### src/rtl/cp0_pkg.sv
// Shared CP0 constants: register numbers, Status/Cause bit positions, ExcCodes, reset values.
package cp0_pkg;

    localparam logic [4:0] REG_BADVADDR = 5'd8;
    localparam logic [4:0] REG_COUNT    = 5'd9;
    localparam logic [4:0] REG_COMPARE  = 5'd11;
    localparam logic [4:0] REG_STATUS   = 5'd12;
    localparam logic [4:0] REG_CAUSE    = 5'd13;
    localparam logic [4:0] REG_EPC      = 5'd14;

    localparam int ST_IE     = 0;
    localparam int ST_EXL    = 1;
    localparam int ST_IM_LO  = 8;
    localparam int CA_BD     = 31;
    localparam int CA_TI     = 30;
    localparam int CA_IP_LO  = 8;
    localparam int CA_EXC_LO = 2;

    typedef enum logic [4:0] {
        EXC_INT  = 5'd0,
        EXC_ADEL = 5'd4,
        EXC_ADES = 5'd5,
        EXC_SYS  = 5'd8,
        EXC_BP   = 5'd9,
        EXC_RI   = 5'd10,
        EXC_OV   = 5'd12
    } exc_code_e;

    localparam logic [31:0] STATUS_RST = 32'h1000_0000;

    function automatic logic is_addr_exc(input logic [4:0] code);
        return (code == EXC_ADEL) || (code == EXC_ADES);
    endfunction

endpackage

### src/rtl/cp0_timer.sv
// Count/Compare timer with prescaler; TI is sticky and set the cycle after an
// increment lands Count on Compare. Writing Compare clears TI, writing Count clears the prescaler.
module cp0_timer
    import cp0_pkg::*;
#(
    parameter int COUNT_DIV_LOG2 = 1
) (
    input  logic        clk,
    input  logic        rst,
    input  logic        we_count,
    input  logic        we_compare,
    input  logic [31:0] wdata,
    output logic [31:0] count_o,
    output logic [31:0] compare_o,
    output logic        ti_o
);

    localparam int DW = (COUNT_DIV_LOG2 > 0) ? COUNT_DIV_LOG2 : 1;

    logic [DW-1:0] r_div;
    logic [31:0]   r_count;
    logic [31:0]   r_compare;
    logic          r_ti;
    logic          r_inc;
    logic          w_wrap;

    assign w_wrap = (COUNT_DIV_LOG2 == 0) ? 1'b1 : (r_div == {DW{1'b1}});

    always_ff @(posedge clk) begin
        if (rst) begin
            r_div     <= '0;
            r_count   <= '0;
            r_compare <= '0;
            r_ti      <= 1'b0;
            r_inc     <= 1'b0;
        end else begin
            if (we_count) begin
                r_count <= wdata;
                r_div   <= '0;
                r_inc   <= 1'b0;
            end else begin
                r_div <= w_wrap ? '0 : r_div + DW'(1);
                r_inc <= w_wrap;
                if (w_wrap)
                    r_count <= r_count + 32'd1;
            end
            if (we_compare)
                r_compare <= wdata;
            // A Compare write in the same cycle as a match wins and leaves TI low.
            if (we_compare)
                r_ti <= 1'b0;
            else if (r_inc && (r_count == r_compare))
                r_ti <= 1'b1;
        end
    end

    assign count_o   = r_count;
    assign compare_o = r_compare;
    assign ti_o      = r_ti;

endmodule

### src/rtl/cp0_regfile_v2.sv
// CP0 register file at the commit point: MTC0/MFC0, timer, interrupt request,
// precise exception/ERET commit with combinational flush and redirect target.
module cp0_regfile_v2
    import cp0_pkg::*;
#(
    parameter int          HW_INT_W       = 6,
    parameter int          COUNT_DIV_LOG2 = 1,
    parameter bit          HAS_TIMER      = 1'b1,
    parameter logic [31:0] EXC_VEC        = 32'h0000_0100,
    parameter logic [31:0] INT_VEC        = 32'h0000_0040
) (
    input  logic                clk,
    input  logic                rst,
    input  logic                we,
    input  logic [4:0]          waddr,
    input  logic [31:0]         wdata,
    input  logic                re,
    input  logic [4:0]          raddr,
    output logic [31:0]         rdata,
    input  logic [HW_INT_W-1:0] hw_int,
    input  logic                exc_valid,
    input  logic [4:0]          exc_code,
    input  logic [31:0]         exc_pc,
    input  logic                exc_in_delay,
    input  logic [31:0]         exc_badvaddr,
    input  logic                eret,
    output logic                flush,
    output logic                flush_d,
    output logic [31:0]         redirect_pc,
    output logic                int_req,
    output logic                timer_int,
    output logic [31:0]         status_o,
    output logic [31:0]         cause_o,
    output logic [31:0]         epc_o
);

    logic [HW_INT_W-1:0] r_hwip;
    logic [1:0]          r_ip_sw;
    logic                r_bd;
    logic [4:0]          r_exc;
    logic [31:0]         r_epc;
    logic [31:0]         r_badv;
    logic [31:0]         r_status;
    logic                r_int_req;
    logic                r_flush_d;

    logic                w_mtc0;
    logic [31:0]         w_count;
    logic [31:0]         w_compare;
    logic                w_ti;
    logic [7:0]          w_ip;
    logic [31:0]         w_cause;
    logic                w_irq;

    // MTC0 only lands when no exception or ERET commits this cycle.
    assign w_mtc0 = we & ~exc_valid & ~eret;
    assign flush  = ~rst & (exc_valid | eret);

    generate
        if (HAS_TIMER) begin : g_timer
            cp0_timer #(.COUNT_DIV_LOG2(COUNT_DIV_LOG2)) u_timer (
                .clk        (clk),
                .rst        (rst),
                .we_count   (w_mtc0 && (waddr == REG_COUNT)),
                .we_compare (w_mtc0 && (waddr == REG_COMPARE)),
                .wdata      (wdata),
                .count_o    (w_count),
                .compare_o  (w_compare),
                .ti_o       (w_ti)
            );
        end else begin : g_no_timer
            assign w_count   = '0;
            assign w_compare = '0;
            assign w_ti      = 1'b0;
        end
    endgenerate

    always_comb begin
        w_ip                 = '0;
        w_ip[1:0]            = r_ip_sw;
        w_ip[2 +: HW_INT_W]  = r_hwip;
        w_ip[7]              = w_ip[7] | w_ti;
    end

    assign w_cause = {r_bd, w_ti, 14'b0, w_ip, 1'b0, r_exc, 2'b0};
    assign w_irq   = r_status[ST_IE] & ~r_status[ST_EXL] & (|(w_ip & r_status[ST_IM_LO +: 8]));

    always_ff @(posedge clk) begin
        if (rst) begin
            r_hwip    <= '0;
            r_ip_sw   <= '0;
            r_bd      <= 1'b0;
            r_exc     <= '0;
            r_epc     <= '0;
            r_badv    <= '0;
            r_status  <= STATUS_RST;
            r_int_req <= 1'b0;
            r_flush_d <= 1'b0;
        end else begin
            r_hwip    <= hw_int;
            r_flush_d <= flush;
            // EXL only becomes visible after the flush edge, so suppress the request for that cycle.
            r_int_req <= flush ? 1'b0 : w_irq;
            if (exc_valid) begin
                if (!r_status[ST_EXL]) begin
                    r_epc <= exc_in_delay ? exc_pc - 32'd4 : exc_pc;
                    r_bd  <= exc_in_delay;
                end
                r_status[ST_EXL] <= 1'b1;
                r_exc            <= exc_code;
                if (is_addr_exc(exc_code))
                    r_badv <= exc_badvaddr;
            end else if (eret) begin
                r_status[ST_EXL] <= 1'b0;
            end else if (we) begin
                case (waddr)
                    REG_BADVADDR: r_badv   <= wdata;
                    REG_STATUS:   r_status <= wdata;
                    REG_CAUSE:    r_ip_sw  <= wdata[9:8];
                    REG_EPC:      r_epc    <= wdata;
                    default:      ;
                endcase
            end
        end
    end

    always_comb begin
        redirect_pc = '0;
        if (flush) begin
            if (exc_valid)
                redirect_pc = (exc_code == EXC_INT) ? INT_VEC : EXC_VEC;
            else
                redirect_pc = (we && (waddr == REG_EPC)) ? wdata : r_epc;
        end
    end

    always_comb begin
        rdata = '0;
        if (re) begin
            case (raddr)
                REG_BADVADDR: rdata = r_badv;
                REG_COUNT:    rdata = w_count;
                REG_COMPARE:  rdata = w_compare;
                REG_STATUS:   rdata = r_status;
                REG_CAUSE:    rdata = w_cause;
                REG_EPC:      rdata = r_epc;
                default:      rdata = '0;
            endcase
        end
    end

    assign flush_d   = r_flush_d;
    assign int_req   = r_int_req;
    assign timer_int = w_ti;
    assign status_o  = r_status;
    assign cause_o   = w_cause;
    assign epc_o     = r_epc;

endmodule
### config.mk
export PLATFORM = sky130hd
export DESIGN_NAME = cp0_regfile_v2
export DESIGN_NICKNAME = d
export VERILOG_FILES = /design/src/rtl/cp0_pkg.sv /design/src/rtl/cp0_timer.sv /design/src/rtl/cp0_regfile_v2.sv
export SDC_FILE = /design/constraint.sdc
export NUM_CORES = 1
export LEC_CHECK = 0
export ABC_CLOCK_PERIOD_IN_PS = 1650
export BUFFER_PORTS_ARGS = -buffer_cell sky130_fd_sc_hd__buf_4
export CORE_MARGIN = 5
export CORE_UTILIZATION = 35
export CTS_CLUSTER_SIZE = 12
export DETAILED_ROUTE_END_ITERATION = 8
export GPL_TIMING_DRIVEN = 0
export SLEW_MARGIN = 10
export SYNTH_ARGS = -nofsm -noshare
export SYNTH_HDL_FRONTEND = slang
export SYNTH_SLANG_ARGS = --single-unit
### constraint.sdc
create_clock -name clk -period 1.65 [get_ports clk]
set_input_delay 0.0825 -clock clk [delete_from_list [all_inputs] [get_ports clk]]
set_output_delay 0.0825 -clock clk [all_outputs]
set_load 0.005 [all_outputs]
## Word-level counts from Yosys, hierarchy flattened

Index checks and enable logic that the tools add are counted.

| operators by class | value |
|---|---|
| bitwise operators | 12 |
| add/sub/neg operators | 3 |
| reductions and logical operators | 23 |
| equality and inequality tests | 18 |
| multiplexer cells | 23 |

Operator list:

| operator | number |
|---|---|
| 2-to-1 mux 32 bit | 17 |
| one-hot mux 32 bit (6 select lines) | 1 |
| == test 5 x 4 -> 1 bit (second input constant) | 12 |
| adder 32 x 1 -> 32 bit (second input constant) | 1 |
| == test 32 bit | 1 |
| subtractor 32 x 3 -> 32 bit (second input constant) | 1 |
| AND reduction 4 bit | 4 |
| == test 5 x 3 -> 1 bit (second input constant) | 2 |
| 2-to-1 mux 9 bit | 1 |
| AND 8 bit | 1 |
| nonzero test 2 bit | 4 |
| OR reduction 8 bit | 1 |
| nonzero test 3 bit | 2 |
| OR reduction 2 bit | 3 |
| AND 1 bit | 5 |
| zero test 5 bit | 1 |
| logical AND 1 bit | 4 |
| 2-to-1 mux 2 bit | 2 |
| != test 2 bit (second input constant) | 2 |
| inverter 1 bit | 4 |
| AND reduction 2 bit | 2 |
| OR reduction 3 bit | 1 |
| 2-to-1 mux 1 bit | 2 |
| != test 2 x 1 -> 1 bit (second input constant) | 1 |
| other kinds (3) | 4 |

| storage, ports and cells | value |
|---|---|
| register bits | 179 |
| output and inout bits | 164 |

## Longest topological paths before layout

| logic depth | value |
|---|---|
| depth in word-level cells | 5 |
| mapped depth | 8 |
| gate-level depth less buffers | 7 |

## By module

Synthesis repeated with hierarchy kept, for this count alone.

| unflattened totals | value |
|---|---|
| cell total of the unflattened synthesis | 1342 |
| area, all modules | 10657.7 µm² |

Modules (own cells, without submodules):

| module | instances | area each (µm²) | sequential area each (µm²) | cells an instance |
|---|---|---|---|---|
| cp0_regfile_v2 | 1 | 7220.7 | 2242.2 | 960 |
| cp0_timer | 1 | 3437.0 | 1341.3 | 382 |

## Worst setup path before layout

No wires, ideal clock.

| timing | value |
|---|---|
| path kind | reg-to-reg |
| from | reg g_timer.u_timer.r_count[4], in the netlist g_timer.u_timer.count_o[4] |
| to | reg g_timer.u_timer.r_count[17], in the netlist g_timer.u_timer.count_o[17] |
| cell stages (with the launch flop) | 8 |
| setup time | 0.086 ns |
| arrival | 1.584 ns |
| path slack | -0.019 ns |
| cells stage by stage | dfxtp_1 clkbuf_2 nand4_1 nor3_1 buf_2 nand4_1 xor2_1 a211oi_1 |

| on the way | value |
|---|---|
| word-level cells in the longest chain between the ends | 3 |

Ends and longest elaborated chain:

| what | RTL line | text |
|---|---|---|
| start: declaration | cp0_timer.sv:21 | `logic [31:0] r_count;` |
| start signal: assignment | cp0_timer.sv:38 | `r_count <= wdata;` |
| start signal: assignment | cp0_timer.sv:45 | `r_count <= r_count + 32'd1;` |
| adder 32 x 1 -> 32 bit | cp0_timer.sv:45 |  |
| 2-to-1 mux 32 bit | cp0_timer.sv:44 | `if (w_wrap)` |
| 2-to-1 mux 32 bit | cp0_timer.sv:37 | `if (we_count) begin` |

Every way passes these cells. The select of a mux whose other input is x is not followed.
A chain may end at the register's enable or synchronous reset.

## Final worst setup path

| timing | value |
|---|---|
| from | reg g_timer.u_timer.r_count[0], in the netlist g_timer.u_timer.count_o[0] |
| to | reg g_timer.u_timer.r_count[27], in the netlist g_timer.u_timer.count_o[27] |

The elaborated chain is that of the path after synthesis.

==> results.yml <==
synthesis:
  yosysWarnings: 0
  synthFlopType: "dfxtp_1"
  synth_area_leader_cell: "dfxtp_1"
  synth_top_area_share_pct: 34.3
  synth_area_um2: 10500
  async_flop_share_pct: 0
  synth_edf_count: 0
  synth_cell_types: 68
  synth_seq_cells: 179
  synthTopCellsByArea: "dfxtp_1 34%, mux2i_1 9.8%, nand2_1 8.0%"
  syn_inst: 1342
  syn_avg_cell_area_um2: 7.80
  yosysSeqAreaShare_pct: 34.3
power:
  switchingPower_uw: 3080
  peakVddDrop_uv: 755
  p_total_uw: 10800
  p_leak_uw: 0.00625
  p_seq_share_pct: 42.7
  p_sw_share_pct: 28.5
  pwr-share-comb_pct: 17.9
  powerDensity_nw_per_um2: 665
  pwr-share-clk_pct: 39.4
  intPower_uw: 7700
setup_path:
  arrival_ns: 2.11
  crit_path_cell_trace: "nand4_1 > nor3_4 > buf_6 > nand4_1 > xor2_1 > o31ai_1"
  cp_slowest_cell: "dfxtp_4"
  worst_setup_path_start_kind: "flip-flop"
  crit_top_cell: "nand4_1"
  crit_buf_inv: 1
  endpoint_kind: "flip-flop"
  cp.depth: 6
  ff2ff_path_depth: 6
  critPathMaxFanout: 5
  reg2reg_from: "g_timer.u_timer.count_o[0]"
  slowest_delay_ns: 0.39
  crit_start: "g_timer.u_timer.count_o[0]"
  crit_family: "simple AND/OR/NAND/NOR gates"
  worstSetupPathType: "flip-flop to flip-flop"
  cp.required_ns: 2.00
drt:
  wl_per_cell_um: 22.9
  drt-initial-drc-count: 1256
  dr_total_vias: 12000
  routed_wl_um: 49300
  firstDrtPassIters: 5
  via_per_inst: 5.55
  drcViolationCount: 0
  ant_nets: 0
cells_and_area:
  final_nets: 1877
  final_cell_count_no_fill: 2153
  stdcell_area_um2: 16200
  drive_gt1_share_pct: 37.8
  syn_to_final_growth_pct: 54.8
  antenna_cells: 0
worst_hold_path:
  whs_path_depth: 3
  hold_path.startpoint: "exc_pc[23]"
  worstHoldPathType: "input port to flip-flop"
place:
  dp.cells: 2013
  placed_area_um2: 13000
  gp_congestion: 0.952
  place_hpwl_um: 36600
  port_buffers: 265
sta:
  period_needed_ns: 1.76
  finalCritPeriodShare_pct: 107
  setup_viol: 37
  finalMaxSlewViolations: 0
  layout_setup_ws_ns: -0.112
  clock_skew_ns: 0.00969
  worst_pin_slew_ns: 0.952
  finalHoldViolCount: 1
  slew_headroom_pct: 36.6
  hold_ws_ns: -0.00199
  max_freq_mhz: 567
  rsz0062_at_grt: "yes"
grt:
  gr-total-overflow: 0
  grt_max_degree: 17
  grt_pass1_vias: 11200
  grt_usage_pct: 27.5
  grt_pass1_wl_um: 70200
  antenna_found_initial: 0
clock_network:
  cts_made_buffers: 17
  htree_num_levels: 4
  cts.path.max_buffers: 2
  cts_tree: "done"
  clk_latency_ns: 0.44
  clkSlewWorstSetupHoldPaths_ns: 0.07
  root_buffer: "clkbuf_16"
  cts_sinks: 179
die:
  rows: 63
  num_io_pins: 288
  dieArea_um2: 33500
  die_h_um: 183
  coreArea_um2: 29600
  initial_core_util_pct: 35.4
  die_x_um: 183
run:
  cap_violations: 0
outcome:
  outcome: "finished with violations"
  violations: "hold timing, setup timing"
-- layout by cell type (no fill, tap or decap), types with 7 or more instances in the layout --
cell type / count
nor2b_1: 24
nor2_1: 124
nor3_1: 23
mux2i_1: 65
nand4_1: 26
xor2_1: 33
mux2i_2: 15
a21oi_2: 29
and3_1: 7
xnor2_1: 50
buf_6: 21
buf_8: 8
o22ai_1: 23
mux2i_4: 22
dlygate4sd3_1: 68
dfxtp_4: 29
a221oi_2: 14
a211oi_1: 69
conb_1: 17
nand3_1: 9
nand2_1: 204
nor3b_1: 7
clkbuf_2: 12
nand2_4: 17
o21ai_0: 15
o22ai_2: 13
clkbuf_1: 44
clkbuf_16: 21
a21oi_1: 105
buf_4: 334
nand3_2: 15
dfxtp_1: 118
buf_2: 11
inv_1: 10
dfxtp_2: 32
-- registers in the layout (all words and copies together) (netlist names), 2 cells and up --
| signal | cells |
|---|---|
| epc_o | 32 |
| r_exc | 5 |
| r_ip_sw | 2 |
| r_hwip | 6 |
| g_timer.u_timer.compare_o | 32 |
| status_o | 32 |
| r_badv | 32 |
| g_timer.u_timer.count_o | 32 |
-- stage by stage --
stage | worst slack [ns] | util, % | setup TNS [ns]
final | -0.112 | 54.8 | -1.12
after global routing | -0.187 | 54.8 | -3.75
after CTS | -0.108 | 51.0 | -2.00
after detailed placement | -0.760 | 44.0 | -91.27
after global placement | -0.814 | 44.0 | -92.44
after floorplan | 0.0156 | - | 0
-- layout make-up --
class / count / area, um^2
timing repair buffer: 385 / 3200
inverter: 10 / 37.5
buffer: 126 / 852
fill: 2713 / 13400
sequential: 179 / 3730
multi-input combinational: 1032 / 7290
clock inverter: 10 / 125
clock buffer: 21 / 470
tap: 390 / 488
-- worst register-to-register path, delay by kind of cell, from the launching register on --
family / cells / cell delay, ns
buffers and inverters: 1 / 0.18
AOI/OAI and AO/OA: 1 / 0.22
xor gates and xnor gates: 1 / 0.18
and+or+nand+nor: 3 / 0.71
DFF: 1 / 0.39
-- what timing repair did --
item | CTS | global route
pin swaps | 39 | 63
hold buffers | 68 | 0
hold endpoints to repair | 116 | 0
setup buffers | 20 | 26
gates cloned | 2 | 4
endpoints found under the setup margin | 118 | 163
resized for setup | 201 | 234
-- worst paths after layout --
| path | end | slack, ns |
|---|---|---|
| hold reg to reg | status_o[29] | 0.47 |
| setup / recovery | g_timer.u_timer.count_o[27] | -0.11 |
| setup reg to reg | g_timer.u_timer.count_o[27] | -0.11 |
| hold / removal | epc_o[23] | -0.002 |
-- Yosys cell counts, drive strengths merged (3+ instances only) --
cell / instances
nor2b: 27
o22ai: 36
o21ai: 16
mux2i: 102
nor2: 129
or3: 5
nand3b: 3
clkbuf: 80
and4: 4
a211o: 4
inv: 10
and3: 8
buf: 57
a31oi: 6
nor3: 28
nand4: 27
nor3b: 7
o31ai: 3
a221oi: 14
a211oi: 74
xor2: 34
nor4: 11
nand2: 224
a21oi: 136
nor4b: 6
nand3: 24
dfxtp: 179
xnor2: 53
-- cells by family (layout without fill, tap and decap cells) --
logic type / after synthesis / after routing / share of synthesized area [%]
mux: 102 / 102 / 9.76
buf+inv: 147 / 552 / 6.60
xor+xnor: 87 / 87 / 7.28
other cells: 1 / 17 / 0.0358
fa+ha+maj: 2 / 2 / 0.239
flops: 179 / 179 / 34.3
compound gates: 309 / 309 / 18.6
simple gates: 515 / 515 / 23.3
-- power by group through the flow --
stage               combinational [uW]  clock, uW  sequential (uW)
global route                      2040       4420             4610
floorplan                          712          0             4620
CTS                               1730       4230             4600
detailed placement                1510          0             4690
global placement                  1500          0             4690
finish                            1920       4250             4610
-- routing by layer --
metal	up-vias	GRT usage, %	share of wire [%]
li1	5515	-	-
met1	5735	36.6	41
met2	612	44.2	46
met3	95	7.02	9.7
met4	0	7.96	2.7
met5	-	0	0
No activity file was read; power rests on OpenSTA's default activity.
